### src/rtl/rx_buffer_if.sv
// rtl/rx_buffer_if.sv - byte-in / matrix-out bundle between the UART receiver, rx_buffer and the compute core
//
// Purpose: groups the receive strobe, the consumer acknowledge and the assembled
// matrix with its status flags so they travel as one port.
// Signals:
//   i_valid   one-cycle strobe, i_data holds a received byte
//   i_data    received byte
//   i_ack     consumer has taken the matrix
//   o_mat     assembled matrix, o_mat[k] = k-th byte of the frame
//   o_done    high while a complete frame is held
//   o_count   number of bytes stored in the current frame
//   o_overrun sticky, a byte was dropped while a frame was pending
//   o_timeout one-cycle pulse when a partial frame is discarded
// Modports: master drives the inputs (receiver/core side), slave is rx_buffer.
interface rx_buffer_if #(
    parameter int N_BYTES = 9
);
    logic       i_valid;
    logic [7:0] i_data;
    logic       i_ack;
    logic [7:0] o_mat [N_BYTES];
    logic       o_done;
    logic [3:0] o_count;
    logic       o_overrun;
    logic       o_timeout;

    modport master (
        output i_valid, i_data, i_ack,
        input  o_mat, o_done, o_count, o_overrun, o_timeout
    );

    modport slave (
        input  i_valid, i_data, i_ack,
        output o_mat, o_done, o_count, o_overrun, o_timeout
    );
endinterface

### src/rtl/rx_buffer.sv
// rtl/rx_buffer.sv - collects received bytes into an N_BYTES matrix and holds it until acknowledged
//
// Purpose: assembles a frame of N_BYTES bytes, presents it with o_done until the
// consumer acks, abandons a partial frame after TIMEOUT_CYCLES idle clocks and
// flags bytes dropped while a finished frame is pending.
// Ports:
//   i_clk  system clock
//   i_rst  asynchronous active-high reset
//   bus    rx_buffer_if slave: i_valid/i_data/i_ack in, o_mat/o_done/o_count/o_overrun/o_timeout out
module rx_buffer #(
    parameter int N_BYTES        = 9,
    parameter int TIMEOUT_CYCLES = 12000000,
    parameter int CNT_W          = 24
) (
    input  logic        i_clk,
    input  logic        i_rst,
    rx_buffer_if.slave  bus
);
    typedef enum logic [1:0] {IDLE, FILL, DONE} state_t;

    localparam logic [3:0]       LAST_IDX = 4'(N_BYTES - 1);
    localparam logic [CNT_W-1:0] TO_LAST  = CNT_W'(TIMEOUT_CYCLES - 1);
    localparam bit               TO_EN    = (TIMEOUT_CYCLES != 0);

    state_t           state, state_nxt;
    logic [CNT_W-1:0] tcnt, tcnt_nxt;
    logic             expired;
    logic             wr_en;
    logic [3:0]       wr_idx;
    logic [3:0]       count_nxt;
    logic             done_nxt, overrun_nxt, timeout_nxt;

    // An arriving byte always beats the timeout in the same cycle.
    assign expired = TO_EN && !bus.i_valid && (tcnt == TO_LAST);

    always_ff @(posedge i_clk or posedge i_rst) begin
        if (i_rst) begin
            state <= IDLE;
        end else begin
            state <= state_nxt;
        end
    end

    always_comb begin
        state_nxt = state;
        case (state)
            IDLE: if (bus.i_valid) state_nxt = FILL;
            FILL: begin
                if (bus.i_valid && bus.o_count == LAST_IDX) state_nxt = DONE;
                else if (expired)                           state_nxt = IDLE;
            end
            DONE: if (bus.i_ack) state_nxt = bus.i_valid ? FILL : IDLE;
            default: state_nxt = IDLE;
        endcase
    end

    always_comb begin
        wr_en       = 1'b0;
        wr_idx      = bus.o_count;
        count_nxt   = bus.o_count;
        tcnt_nxt    = tcnt;
        overrun_nxt = bus.o_overrun;
        timeout_nxt = 1'b0;
        done_nxt    = (state_nxt == DONE);
        case (state)
            IDLE: begin
                if (bus.i_valid) begin
                    wr_en     = 1'b1;
                    wr_idx    = 4'd0;
                    count_nxt = 4'd1;
                    tcnt_nxt  = '0;
                end
            end
            FILL: begin
                if (bus.i_valid) begin
                    wr_en     = 1'b1;
                    count_nxt = bus.o_count + 4'd1;
                    tcnt_nxt  = '0;
                end else if (TO_EN) begin
                    if (expired) begin
                        tcnt_nxt    = '0;
                        count_nxt   = 4'd0;
                        timeout_nxt = 1'b1;
                    end else begin
                        tcnt_nxt = tcnt + 1'b1;
                    end
                end
            end
            DONE: begin
                tcnt_nxt = '0;
                if (bus.i_ack) begin
                    overrun_nxt = 1'b0;
                    count_nxt   = 4'd0;
                    // Ack and byte together: the byte opens the next frame.
                    if (bus.i_valid) begin
                        wr_en     = 1'b1;
                        wr_idx    = 4'd0;
                        count_nxt = 4'd1;
                    end
                end else if (bus.i_valid) begin
                    overrun_nxt = 1'b1;
                end
            end
            default: ;
        endcase
    end

    always_ff @(posedge i_clk or posedge i_rst) begin
        if (i_rst) begin
            tcnt          <= '0;
            bus.o_count   <= 4'd0;
            bus.o_done    <= 1'b0;
            bus.o_overrun <= 1'b0;
            bus.o_timeout <= 1'b0;
            for (int k = 0; k < N_BYTES; k++) begin
                bus.o_mat[k] <= 8'd0;
            end
        end else begin
            tcnt          <= tcnt_nxt;
            bus.o_count   <= count_nxt;
            bus.o_done    <= done_nxt;
            bus.o_overrun <= overrun_nxt;
            bus.o_timeout <= timeout_nxt;
            if (wr_en) begin
                bus.o_mat[wr_idx] <= bus.i_data;
            end
        end
    end
endmodule

### src/flat_wrapper.sv
// flat-port wrapper written by rule: the top's interface ports become plain ports
module rx_buffer_flat 
#(
    parameter int N_BYTES        = 9,
    parameter int TIMEOUT_CYCLES = 12000000,
    parameter int CNT_W          = 24
)
  (i_clk, i_rst, bus_i_valid, bus_i_data, bus_i_ack, bus_o_mat, bus_o_done, bus_o_count, bus_o_overrun, bus_o_timeout);
  rx_buffer_if #(.N_BYTES(N_BYTES)) bus_i ();
  input  logic i_clk;
  input  logic i_rst;
  input wire logic [$bits(bus_i.i_valid)-1:0] bus_i_valid;
  input wire logic [$bits(bus_i.i_data)-1:0] bus_i_data;
  input wire logic [$bits(bus_i.i_ack)-1:0] bus_i_ack;
  output wire logic [$bits(bus_i.o_mat)-1:0] bus_o_mat;
  output wire logic [$bits(bus_i.o_done)-1:0] bus_o_done;
  output wire logic [$bits(bus_i.o_count)-1:0] bus_o_count;
  output wire logic [$bits(bus_i.o_overrun)-1:0] bus_o_overrun;
  output wire logic [$bits(bus_i.o_timeout)-1:0] bus_o_timeout;
  assign bus_i.i_valid = bus_i_valid;
  assign bus_i.i_data = bus_i_data;
  assign bus_i.i_ack = bus_i_ack;
  assign bus_o_mat = {>>{bus_i.o_mat}};
  assign bus_o_done = bus_i.o_done;
  assign bus_o_count = bus_i.o_count;
  assign bus_o_overrun = bus_i.o_overrun;
  assign bus_o_timeout = bus_i.o_timeout;
  rx_buffer #(.N_BYTES(N_BYTES), .TIMEOUT_CYCLES(TIMEOUT_CYCLES), .CNT_W(CNT_W)) u_core (.i_clk(i_clk), .i_rst(i_rst), .bus(bus_i));
endmodule
### config.mk
export PLATFORM = sky130hd
export DESIGN_NAME = rx_buffer_flat
export DESIGN_NICKNAME = d
export VERILOG_FILES = /design/src/rtl/rx_buffer_if.sv /design/src/rtl/rx_buffer.sv /design/src/flat_wrapper.sv
export SDC_FILE = /design/constraint.sdc
export NUM_CORES = 1
export LEC_CHECK = 0
export BUFFER_PORTS_ARGS = -buffer_cell sky130_fd_sc_hd__buf_2
export CORE_MARGIN = 1
export CORE_UTILIZATION = 55
export DETAILED_ROUTE_END_ITERATION = 10
export MAX_ROUTING_LAYER = met4
export PLACE_DENSITY = 0.88
export REMOVE_ABC_BUFFERS = 1
export SYNTH_ARGS = -nofsm -noshare
export SYNTH_HDL_FRONTEND = slang
export SYNTH_SLANG_ARGS = --single-unit
### constraint.sdc
create_clock -name i_clk -period 3.85 [get_ports i_clk]
set_input_delay 0.77 -clock i_clk [delete_from_list [all_inputs] [get_ports i_clk]]
set_output_delay 0.77 -clock i_clk [all_outputs]
set_load 0.005 [all_outputs]
Word-level counts from Yosys, hierarchy flattened
Index checks and enable logic that the tools add are counted. Widths: inputs -> output; s select.

Register bits: 105. Bits of input ports: 12. Output and inout bits: 79. Logic and storage cells: 69.

Add/subtract/negate cells: 2. Order comparisons: 2. Eq/ne operators: 8. Muxes and demuxes: 30. Bitwise gates (word level): 1. Reduce and logical (&&, ||, !) cells: 11.

Operators by type and width (count): $bwmux 72 (1); $mux 24 (3); $pmux 24 s3 (1); $demux 8 s4 (1); $add 24x1->24 const B (1); $eq 24x24->1 const B (1); $mux 4 (6); $pmux 4 s3 (1); $mux 1 (9); $mux 2 (4); $mux 8 (1); $pmux 4 s2 (1); $pmux 2 s3 (1); $ge 5x5->1 const B (1); $lt 5x1->1 const B (1); $not 4->5 (1); $add 4x1->4 const B (1); $eq 2x2->1 const B (2); $eq 4x4->1 const B (1); $ne 2x2->1 const B (2); $reduce_and 2->1 (2); $reduce_and 4->1 (1); $logic_and 1x1->1 (3); $ne 3x2->1 const B (1); 7 further kinds (7).

Depth between registers and ports, before layout
Gate-level depths: netlist of run 1.

Word-level depth: 9. Mapped depth: 8. Depth with buffers taken out: 7.

Worst setup path before layout of run 1
Ideal clock, no wire load.

Path type: input to register. From: in bus_i_valid. To: reg u_core.tcnt[13]. Library setup time: 0.119 ns. Arrival time: 2.228 ns. Required time: 3.731 ns. Setup slack: 1.503 ns. Stages on the path: 7. Path through: buf_6 -> or4_4 -> nor4_4 -> a21boi_2 -> nor2_4 -> buf_6 -> nor2_1.

Word-level cells in the longest chain between the ends: 5.

Ends and longest elaborated chain: from (decl) (RTL line flat_wrapper.sv:12) `input wire logic [$bits(bus_i.i_valid)-1:0] bus_i_valid;`; $logic_not 1->1 (RTL line rx_buffer.sv:34) `assign expired = TO_EN && !bus.i_valid && (tcnt == TO_LAST);`; $logic_and 1x1->1 (RTL line rx_buffer.sv:34); $mux 24 (RTL line rx_buffer.sv:80) `if (expired) begin`; $mux 24 (RTL line rx_buffer.sv:75) `if (bus.i_valid) begin`; $pmux 24 s3 (RTL line rx_buffer.sv:65) `case (state)`; to (signal assigned) (RTL line rx_buffer.sv:119) `tcnt <= tcnt_nxt;`; to (decl) (RTL line rx_buffer.sv:26) `logic [CNT_W-1:0] tcnt, tcnt_nxt;`.

Several ways; a longest one is shown, not always the timed one. A chain may end at the register's enable or synchronous reset.

Final worst setup path of run 1
From: reg u_core.state[0]. To: reg u_core.bus.o_mat[60].

Word-level cells in the longest chain between the ends: 8.

Ends and longest elaborated chain: from (decl) (RTL line rx_buffer.sv:25) `state_t state, state_nxt;`; from (signal assigned) (RTL line rx_buffer.sv:40) `state <= state_nxt;`; $eq 2x2->1 / $logic_not 2->1 (equally long branches) (RTL line rx_buffer.sv:65); $pmux 4 s2 (RTL line rx_buffer.sv:65); $not 4->5 (implied by the code) (RTL line rx_buffer.sv:125) `bus.o_mat[wr_idx] <= bus.i_data;`; $ge 5x5->1 (implied by the code) / $lt 5x1->1 (equally long branches) (RTL line rx_buffer.sv:125); $logic_and 1x1->1 (implied by the code) (RTL line rx_buffer.sv:125); $mux 8 (implied by the code) (RTL line rx_buffer.sv:125); $demux 8 s4 (RTL line rx_buffer.sv:125); $bwmux 72 (RTL line rx_buffer.sv:125); to (signal, indexed assignment) (RTL line rx_buffer.sv:125); to (decl) (RTL line rx_buffer_if.sv:34) `output o_mat, o_done, o_count, o_overrun, o_timeout`.

Several ways; a longest one is shown, not always the timed one.

==> results.json, run 1 <==
{
  "power_density_nw_per_um2": 650,
  "setup_viol": 0,
  "pwr-share-comb": 0.335,
  "async_flop_share": 1.00,
  "drt_iter0_drc": 174,
  "start_util": 0.569,
  "synth-main-ff-cell": "dfrtp_1",
  "critical_path.max_fanout": 8,
  "power.leakage_nw": 2.71,
  "nets": 486,
  "setup_ws_ns": 1.21,
  "wl_met3_um": 709,
  "hold_viol_final": 0,
  "syn_area_per_cell_um2": 12.6,
  "vias": 3305,
  "clk_latency_ns": 0.38,
  "wl_met1_mm": 4.32,
  "num_io_pins": 91,
  "fp.dieH_um": 94.5,
  "die_w_um": 94.5,
  "period_share": 0.686,
  "finalSetupTns_ns": 0,
  "clk_path_buf_depth": 2,
  "p_switching_mw": 1.22,
  "ant_nets": 0,
  "antenna_found_initial": 0,
  "h-tree-depth": 3,
  "fin_crit_ns": 2.64,
  "drc": 0,
  "grtUsageTotal": 0.265,
  "grt_pass1_wl_mm": 17.1,
  "diodes": 0,
  "via_per_inst": 5.73,
  "endpoint_kind": "register",
  "cp.required_ns": 4.11,
  "grt_pass1_vias": 3383,
  "cts_buffers": 9,
  "ys_ff_latch": 105,
  "coreArea_um2": 8260,
  "layout_common_cells": "dfrtp_1, buf_2, mux2_2, nor2_1, nand2_1",
  "cts_tree": "built",
  "relSlewSlack": 0.518,
  "areaGrowthSynthToFinish_pct": 15.9,
  "slew_viol_final": 0,
  "path_class": "reg2reg",
  "p_int_mw": 2.32,
  "r2r_cells": 7,
  "fin_area_um2": 5450,
  "rsz0062_at_grt": "false",
  "dpl-instance-area_um2": 5250,
  "cts-root-buf": "clkbuf_8",
  "switching_share": 0.345,
  "drive_above_1_share": 0.434,
  "fmax_mhz": 379,
  "dp_hpwl_mm": 7.48,
  "ir_drop_mv": 0.465,
  "status": "completed",
  "yosysWarnings": 0,
  "clk_pin_slew_ns": 0.11,
  "grt_max_degree": 60,
  "p_seq_frac": 0.472,
  "clock_skew_ns": 0.0144,
  "wl_per_cell_um": 18.2,
  "ys_types": 45,
  "post-place-ws_ns": 1.19,
  "clock_sinks": 105,
  "ctsHoldBuffers": 0,
  "crit_arrival_ns": 2.91,
  "syn_inst": 373,
  "die_area_um2": 8920,
  "synth_edf_count": 0,
  "cts-resized-gates": 0,
  "grt-ovfl-total": 0,
  "clockPowerShare": 0.193,
  "netlist_area_um2": 4700,
  "tightest_slew_ns": 0.723,
  "ys_seq_area_frac": 0.559,
  "core.rowCount": 33,
  "dr.pass1.iters": 4,
  "mostFrequentLayoutCell": "dfrtp_1",
  "finalWeightedCongestion": 0.836,
  "wl_met2_mm": 5.24,
  "startpoint_type": "register",
  "postRouteWirelength_mm": 10.5,
  "portBuffers": 90,
  "maxCapViolCount": 0,
  "hold_class": "in2async",
  "fillCellCount": 611,
  "top_layer_used": "met4",
  "cts_setup_buffers": 0
}
==> path summary, 6_finish.rpt <==
kind                                 startpoint  slack (ns)              endpoint
setup / recovery                u_core.state[0]        1.21  u_core.bus.o_mat[60]
hold / removal                            i_rst        0.50        u_core.tcnt[5]
setup reg to reg                u_core.state[0]        1.21  u_core.bus.o_mat[60]
hold reg to reg            u_core.bus.o_mat[24]        0.51  u_core.bus.o_mat[24]
max in group asynchronous                 i_rst        2.54       u_core.tcnt[22]
min in group i_clk         u_core.bus.o_mat[24]        0.51  u_core.bus.o_mat[24]
==> worst max-delay path, stage by stage, from the launching register on <==
cell and delay, ns:
dfrtp_1 0.44, inv_1 0.09, ha_1 0.28, and2_1 0.23, nor3_2 0.55, nand2_1 0.16
nor2_2 0.39, mux2_2 0.39
==> cells in the mapped netlist, types with 6 or more instances <==
cell	number	area, µm²
nor2b_1	7	43.8
nor2_1	28	105
inv_1	9	33.8
dfrtp_1	105	2630
xnor2_1	10	87.6
o311ai_0	6	52.6
buf_2	6	30.0
a21oi_1	7	35.0
mux2_2	73	822
o21ai_0	8	40.0
nand3_1	19	95.1
nand2_1	28	105
ha_1	7	87.6
==> through the flow <==
| stage | hold slack [ns] | util | cells | total power [mW] |
|---|---|---|---|---|
| 6_report | 0.503 | 0.660 | 577 | 3.54 |
| 5_1_grt | 0.525 | 0.660 | 577 | 3.75 |
| 4_1_cts | 0.513 | 0.660 | 577 | 3.56 |
| 3_5_place_dp | 0.488 | 0.635 | 561 | 2.88 |
| 3_3_place_gp | 0.483 | 0.635 | 561 | 2.79 |
| 2_1_floorplan | 0.486 | - | 363 | 2.31 |
==> routing by layer <==
metal / GRT usage / vias to the layer above
met1: 0.327 / 1649
met2: 0.423 / 119
met5: - / -
met4: 0.0934 / 0
li1: - / 1518
met3: 0.0709 / 19
==> final cells by class <==
| type | instances | area [µm²] | area share |
|---|---|---|---|
| Clock inverter | 6 | 65.1 | 0.0119 |
| Multi-Input combinational cell | 249 | 1980 | 0.363 |
| Inverter | 9 | 36.3 | 0.00666 |
| Sequential cell | 105 | 2630 | 0.482 |
| Tap cell | 105 | 131 | 0.0241 |
| Clock buffer | 10 | 138 | 0.0253 |
| Timing Repair Buffer | 93 | 473 | 0.0868 |
==> cell families after synthesis <==
kind of cell	count (synthesis)	share of synthesized area
flops	105	0.559
compound gates	30	0.0453
simple gates	122	0.150
mux	77	0.183
xor+xnor	13	0.0242
buf+inv	19	0.0200
fa+ha+maj	7	0.0186
==> state kept, by name, summed over array words and instances (netlist names) <==
name,flops
u_core.bus.o_mat,72
u_core.tcnt,24
u_core.bus.o_count,4
u_core.state,2
u_core.bus.o_done,1
u_core.bus.o_overrun,1
u_core.bus.o_timeout,1
==> power by group through the flow <==
| stage | logic [mW] | clock network [mW] | registers, mW |
|---|---|---|---|
| floorplan | 0.632 | 0 | 1.68 |
| global placement | 1.13 | 0 | 1.66 |
| detailed placement | 1.19 | 0 | 1.69 |
| CTS | 1.19 | 0.699 | 1.67 |
| global route | 1.29 | 0.740 | 1.71 |
| finish | 1.19 | 0.686 | 1.67 |
Power figures use the tool's default switching activity.
==> run 2: changes to the inputs <==
--- a/config.mk
+++ b/config.mk
@@ -5,12 +5,13 @@
 export SDC_FILE = /design/constraint.sdc
 export NUM_CORES = 1
 export LEC_CHECK = 0
+export ABC_AREA = 1
 export BUFFER_PORTS_ARGS = -buffer_cell sky130_fd_sc_hd__buf_2
 export CORE_MARGIN = 1
-export CORE_UTILIZATION = 55
+export CORE_UTILIZATION = 50
 export DETAILED_ROUTE_END_ITERATION = 10
 export MAX_ROUTING_LAYER = met4
-export PLACE_DENSITY = 0.88
+export PLACE_DENSITY = 0.85
 export REMOVE_ABC_BUFFERS = 1
 export SYNTH_ARGS = -nofsm -noshare
 export SYNTH_HDL_FRONTEND = slang
==> constraint.sdc (replaced) <==
create_clock -name i_clk -period 2.29 [get_ports i_clk]
set_input_delay 0.458 -clock i_clk [delete_from_list [all_inputs] [get_ports i_clk]]
set_output_delay 0.458 -clock i_clk [all_outputs]
set_load 0.005 [all_outputs]
==> run 2 against run 1 <==
Non-clock buffer count is the same; die area up 14%; clock power grew 78%; utilization down 5.7 points; total power grew 50%; clock skew fell by 0.0026 ns; largest cell class unchanged; largest power group unchanged.
==> results.json, run 2 <==
{
  "hold_class": "in2async",
  "startpoint_type": "register",
  "ir_drop_mv": 0.426,
  "clock_skew_ns": 0.0117,
  "clk_pin_slew_ns": 0.10,
  "yosysTopAreaCell": "dfrtp_1",
  "grt_pass1_vias": 3866,
  "diodes": 0,
  "core.rowCount": 35,
  "setup_ws_ns": 0.130,
  "drt_iter0_drc": 269,
  "tightest_slew_ns": 0.473,
  "grt-ovfl-total": 0,
  "grt_pass1_wl_mm": 18.2,
  "cts-root-buf": "clkbuf_8",
  "hold_viol_final": 0,
  "dr.pass1.iters": 5,
  "num_io_pins": 91,
  "wl_per_cell_um": 14.4,
  "status": "completed",
  "power.leakage_nw": 2.91,
  "fin_hold_ws_ns": 0.0981,
  "critical_path.max_fanout": 16,
  "yosysWarnings": 0,
  "nets": 662,
  "dp_hpwl_mm": 8.21,
  "clock_sinks": 105,
  "cts_setup_buffers": 0,
  "cts_tree": "built",
  "coreArea_um2": 9370,
  "fillCellCount": 809,
  "slew_viol_final": 0,
  "cts_buffers": 9,
  "cp.required_ns": 2.53,
  "post-place-ws_ns": 0.161,
  "fp.dieH_um": 101,
  "syn_area_per_cell_um2": 8.87,
  "start_util": 0.522,
  "endpoint_kind": "register",
  "via_per_inst": 5.29,
  "areaGrowthSynthToFinish_pct": 15.7,
  "netlist_area_um2": 4890,
  "path_class": "reg2reg",
  "die_w_um": 101,
  "crit_arrival_ns": 2.40,
  "die_area_um2": 10200,
  "maxCapViolCount": 0,
  "postRouteWirelength_mm": 11.2,
  "drive_above_1_share": 0.224,
  "netlist.area_leader.share": 0.537,
  "h-tree-depth": 3,
  "grt_max_degree": 52,
  "setup_viol": 0,
  "ant_nets": 0,
  "clk_latency_ns": 0.37,
  "r2r_cells": 11,
  "synth_area_leaders": "dfrtp_1, nand2_1, o21ai_1, nor2_1, inv_1",
  "rrSetupSlack_ns": 0.13,
  "r2r-end": "u_core.bus.o_mat[10]",
  "synth-main-ff-cell": "dfrtp_1",
  "relSlewSlack": 0.684,
  "largest_register_ffs": 72,
  "vias": 4112,
  "portBuffers": 90,
  "ys_types": 37,
  "power_density_nw_per_um2": 940,
  "async_flop_share": 1.00,
  "antenna_found_initial": 0,
  "synth_edf_count": 0,
  "top_regs": "u_core.bus.o_mat: 72 flops, u_core.tcnt: 24 flops, u_core.bus.o_count: 4 flops",
  "yosysMostFrequentCell": "nand2_1",
  "finalSetupTns_ns": 0,
  "finalWeightedCongestion": 0.898,
  "dpl-instance-area_um2": 5430,
  "fin_area_um2": 5660,
  "synthTopCellsByCount": "nand2_1, dfrtp_1, o21ai_1, nor2_1, inv_1",
  "regMostFlops": "u_core.bus.o_mat",
  "fmax_mhz": 463,
  "drc": 0,
  "syn_inst": 551,
  "r2r_start": "u_core.state[1]",
  "ctsHoldBuffers": 0,
  "clk_path_buf_depth": 2,
  "ys_ff_latch": 105,
  "ys_seq_area_frac": 0.537,
  "fin_crit_ns": 2.16,
  "rsz0062_at_grt": "true",
  "layout_common_cells": "nand2_1, dfrtp_1, buf_2, o21ai_1, nor2_1",
  "period_share": 0.943,
  "grtUsageTotal": 0.237,
  "mostFrequentLayoutCell": "nand2_1"
}
## run 2: cell types whose count changed after synthesis, sizes merged, moves of 7 or more
cell	change
nand2	+130
mux2	-73
o21ai	+71
inv	+43
nor2	+27
nand3	+14
nor2b	-7
xnor2	-7
xor2	+7
## run 2: layout make-up
class                           count  area [µm²]  area share
Tap cell                          129         161      0.0285
Multi-Input combinational cell    381        1950       0.344
Clock inverter                      7        95.1      0.0168
Timing Repair Buffer               93         485      0.0858
Sequential cell                   105        2630       0.465
Clock buffer                        9         124      0.0219
Inverter                           53         216      0.0383
## run 2: power breakdown
| part | switching (mW) | internal, mW |
|---|---|---|
| sequential | 0.258 | 2.22 |
| clock | 0.680 | 0.538 |
| combinational | 0.998 | 0.628 |
| total | 1.94 | 3.38 |
## run 2: cell families after synthesis
kind of cell	count (synthesis)	share of synthesized area
AOI/OAI and AO/OA	87	0.101
buffers and inverters	65	0.0665
and+or+nand+nor	274	0.253
DFF	105	0.537
xor gates and xnor gates	13	0.0233
adders and majority gates	7	0.0179
## run 2: what timing repair did
item,4_1_cts,5_1_grt
hold endpoints to repair,0,0
endpoints found under the setup margin,0,5
resized for setup,0,2
## run 2: worst max-delay path: stages (launching register included)
cell,delay [ns]
dfrtp_1,0.44
inv_1,0.11
ha_1,0.27
inv_2,0.11
a21oi_4,0.19
inv_2,0.05
nand2_2,0.05
nand2_2,0.20
nor2_4,0.22
nand2_2,0.21
nand2_1,0.12
o21ai_1,0.08
## run 2: how the worst max path moves through the flow
stage | startpoint | to | slack [ns]
finish | u_core.state[1] | u_core.bus.o_mat[10] | 0.13
global route | u_core.state[1] | u_core.bus.o_mat[18] | -0.05
CTS | u_core.state[1] | u_core.tcnt[20] | 0.11
detailed placement | u_core.state[1] | u_core.tcnt[20] | 0.16
global placement | u_core.state[1] | u_core.tcnt[18] | 0.28
floorplan | i_rst | u_core.bus.o_count[0] | -0.93
## run 2: layer usage
layer  vias up  wire, µm  GRT usage
met4         0       184     0.0780
met5         -         0          -
met1      1943      4760      0.290
met2       176      5480      0.397
met3        17       790     0.0451
li1       1976         -          -
## run 2: per-stage QoR
| step | power [mW] | utilization | cells |
|---|---|---|---|
| 3_5_place_dp | 4.12 | 0.579 | 761 |
| 5_1_grt | 5.67 | 0.603 | 777 |
| 6_report | 5.32 | 0.603 | 777 |
| 2_1_floorplan | 3.46 | - | 539 |
| 3_3_place_gp | 4.02 | 0.579 | 761 |
| 4_1_cts | 5.33 | 0.602 | 777 |
==> run 3: changes to the inputs <==
--- a/config.mk
+++ b/config.mk
@@ -11,7 +11,7 @@
 export CORE_UTILIZATION = 50
 export DETAILED_ROUTE_END_ITERATION = 10
 export MAX_ROUTING_LAYER = met4
-export PLACE_DENSITY = 0.85
+export PLACE_DENSITY = 0.76
 export REMOVE_ABC_BUFFERS = 1
 export SYNTH_ARGS = -nofsm -noshare
 export SYNTH_HDL_FRONTEND = slang
==> run 3 against run 2 <==
Largest power group unchanged; design area is 0.18% lower; critical path type unchanged; maximum frequency barely moved; clock-buffer cell count did not move; sequential power about the same; first-iteration DRC count down 26%; sequential cell count unchanged; setup slack better by 0.0016 ns; total power is 1.8% lower.
==> results.json, run 3 (same netlist as run 2, synthesis figures left out) <==
{
  "status": "completed",
  "drive_above_1_share": 0.225,
  "vias": 3983,
  "drc": 0,
  "setup_ws_ns": 0.131,
  "cts_tree": "built",
  "cts_setup_buffers": 0,
  "tightest_slew_ns": 0.392,
  "grtUsageTotal": 0.228,
  "cts-root-buf": "clkbuf_8",
  "grt_pass1_wl_mm": 17.6,
  "drt_iter0_drc": 199,
  "ctsHoldBuffers": 0,
  "ant_nets": 0,
  "clk_latency_ns": 0.37,
  "mostFrequentLayoutCell": "nand2_1",
  "period_share": 0.943,
  "core.rowCount": 35,
  "cts_buffers": 9,
  "start_util": 0.522,
  "critical_path.max_fanout": 16,
  "fin_crit_ns": 2.16,
  "grt_max_degree": 58,
  "hold_class": "in2async",
  "endpoint_kind": "register",
  "fmax_mhz": 463,
  "nets": 664,
  "grt-ovfl-total": 0,
  "cp.required_ns": 2.53,
  "ir_drop_mv": 0.406,
  "clk_pin_slew_ns": 0.11,
  "rsz0062_at_grt": "false",
  "power.leakage_nw": 2.91,
  "finalPower_mw": 5.22,
  "die_w_um": 101,
  "fin_cells": 779,
  "dp_hpwl_mm": 8.05,
  "dr.pass1.iters": 5,
  "crit_arrival_ns": 2.40,
  "via_per_inst": 5.11,
  "num_io_pins": 91,
  "path_class": "reg2reg",
  "h-tree-depth": 3,
  "clk_path_buf_depth": 2,
  "die_area_um2": 10200,
  "rrSetupSlack_ns": 0.13,
  "maxCapViolCount": 0,
  "regMostFlops": "u_core.bus.o_mat",
  "setup_viol": 0,
  "relSlewSlack": 0.738,
  "areaGrowthSynthToFinish_pct": 15.5,
  "dp_cells": 763,
  "largest_register_ffs": 72,
  "finalWeightedCongestion": 0.873,
  "clock_sinks": 105,
  "post-place-ws_ns": 0.152,
  "portBuffers": 90,
  "cts-resized-gates": 0,
  "fp.dieH_um": 101,
  "power_density_nw_per_um2": 925,
  "multi_input_area_um2": 1940,
  "grt_pass1_vias": 3639,
  "fillCellCount": 841,
  "antenna_found_initial": 0,
  "clock_skew_ns": 0.0248,
  "startpoint_type": "register",
  "postRouteWirelength_mm": 10.8,
  "wl_per_cell_um": 13.9,
  "coreArea_um2": 9370,
  "diodes": 0,
  "seq_area_um2": 2630,
  "slew_viol_final": 0,
  "hold_viol_final": 0,
  "layout_common_cells": "nand2_1, dfrtp_1, buf_2, o21ai_1, nor2_1",
  "top_regs": "u_core.bus.o_mat: 72 flops, u_core.tcnt: 24 flops, u_core.bus.o_count: 4 flops"
}
run 3: final timing paths:
check                                startpoint                    to  cells past startpoint
setup / recovery                u_core.state[0]  u_core.bus.o_mat[26]                     11
setup reg to reg                u_core.state[0]  u_core.bus.o_mat[26]                     11
hold reg to reg            u_core.bus.o_mat[46]  u_core.bus.o_mat[46]                      2
hold / removal                            i_rst       u_core.tcnt[21]                      2
max in group asynchronous                 i_rst  u_core.bus.o_mat[45]                      3
min in group i_clk                bus_i_data[2]   u_core.bus.o_mat[2]                      3
run 3: worst max-delay path: stages, from the launching register on:
cell and delay, ns:
dfrtp_1 0.43, inv_1 0.10, ha_1 0.26, nand2_2 0.12, a21oi_4 0.16, inv_2 0.05, nand2_2 0.05, nand2_2 0.21
nor2_4 0.23, nand2_2 0.22, nand2_1 0.13, o21ai_1 0.07
run 3: cell type report:
type | count | share of cell area
inverters | 53 | 0.0383
repair buffers | 95 | 0.0887
clock buffers | 9 | 0.0219
well taps | 129 | 0.0286
flip-flops and latches | 105 | 0.465
multi-input cells | 381 | 0.343
clock inverters | 7 | 0.0142
run 3: through the flow:
stage	instance area (µm²)	utilization	TNS [ns]	hold slack [ns]
after floorplan	4780	-	-97.50	0.475
after global placement	5440	0.581	0	0.461
after detailed placement	5440	0.581	0	0.472
after CTS	5650	0.602	0	0.0742
after global routing	5650	0.602	0	0.0938
final	5650	0.602	0	0.0727
run 3: report_power, final:
| group | internal [mW] | switching [mW] |
|---|---|---|
| clock | 0.437 | 0.703 |
| combinational | 0.648 | 0.966 |
| sequential | 2.22 | 0.250 |
| total | 3.30 | 1.92 |
run 3: routing by layer:
layer	part of all wire	global-route usage	up-vias	routed length (µm)
met3	0.049	0.0340	8	534
met1	0.46	0.302	1905	4930
li1	-	-	1965	-
met4	0.0067	0.0580	0	73
met2	0.49	0.370	105	5290
met5	0	-	-	0
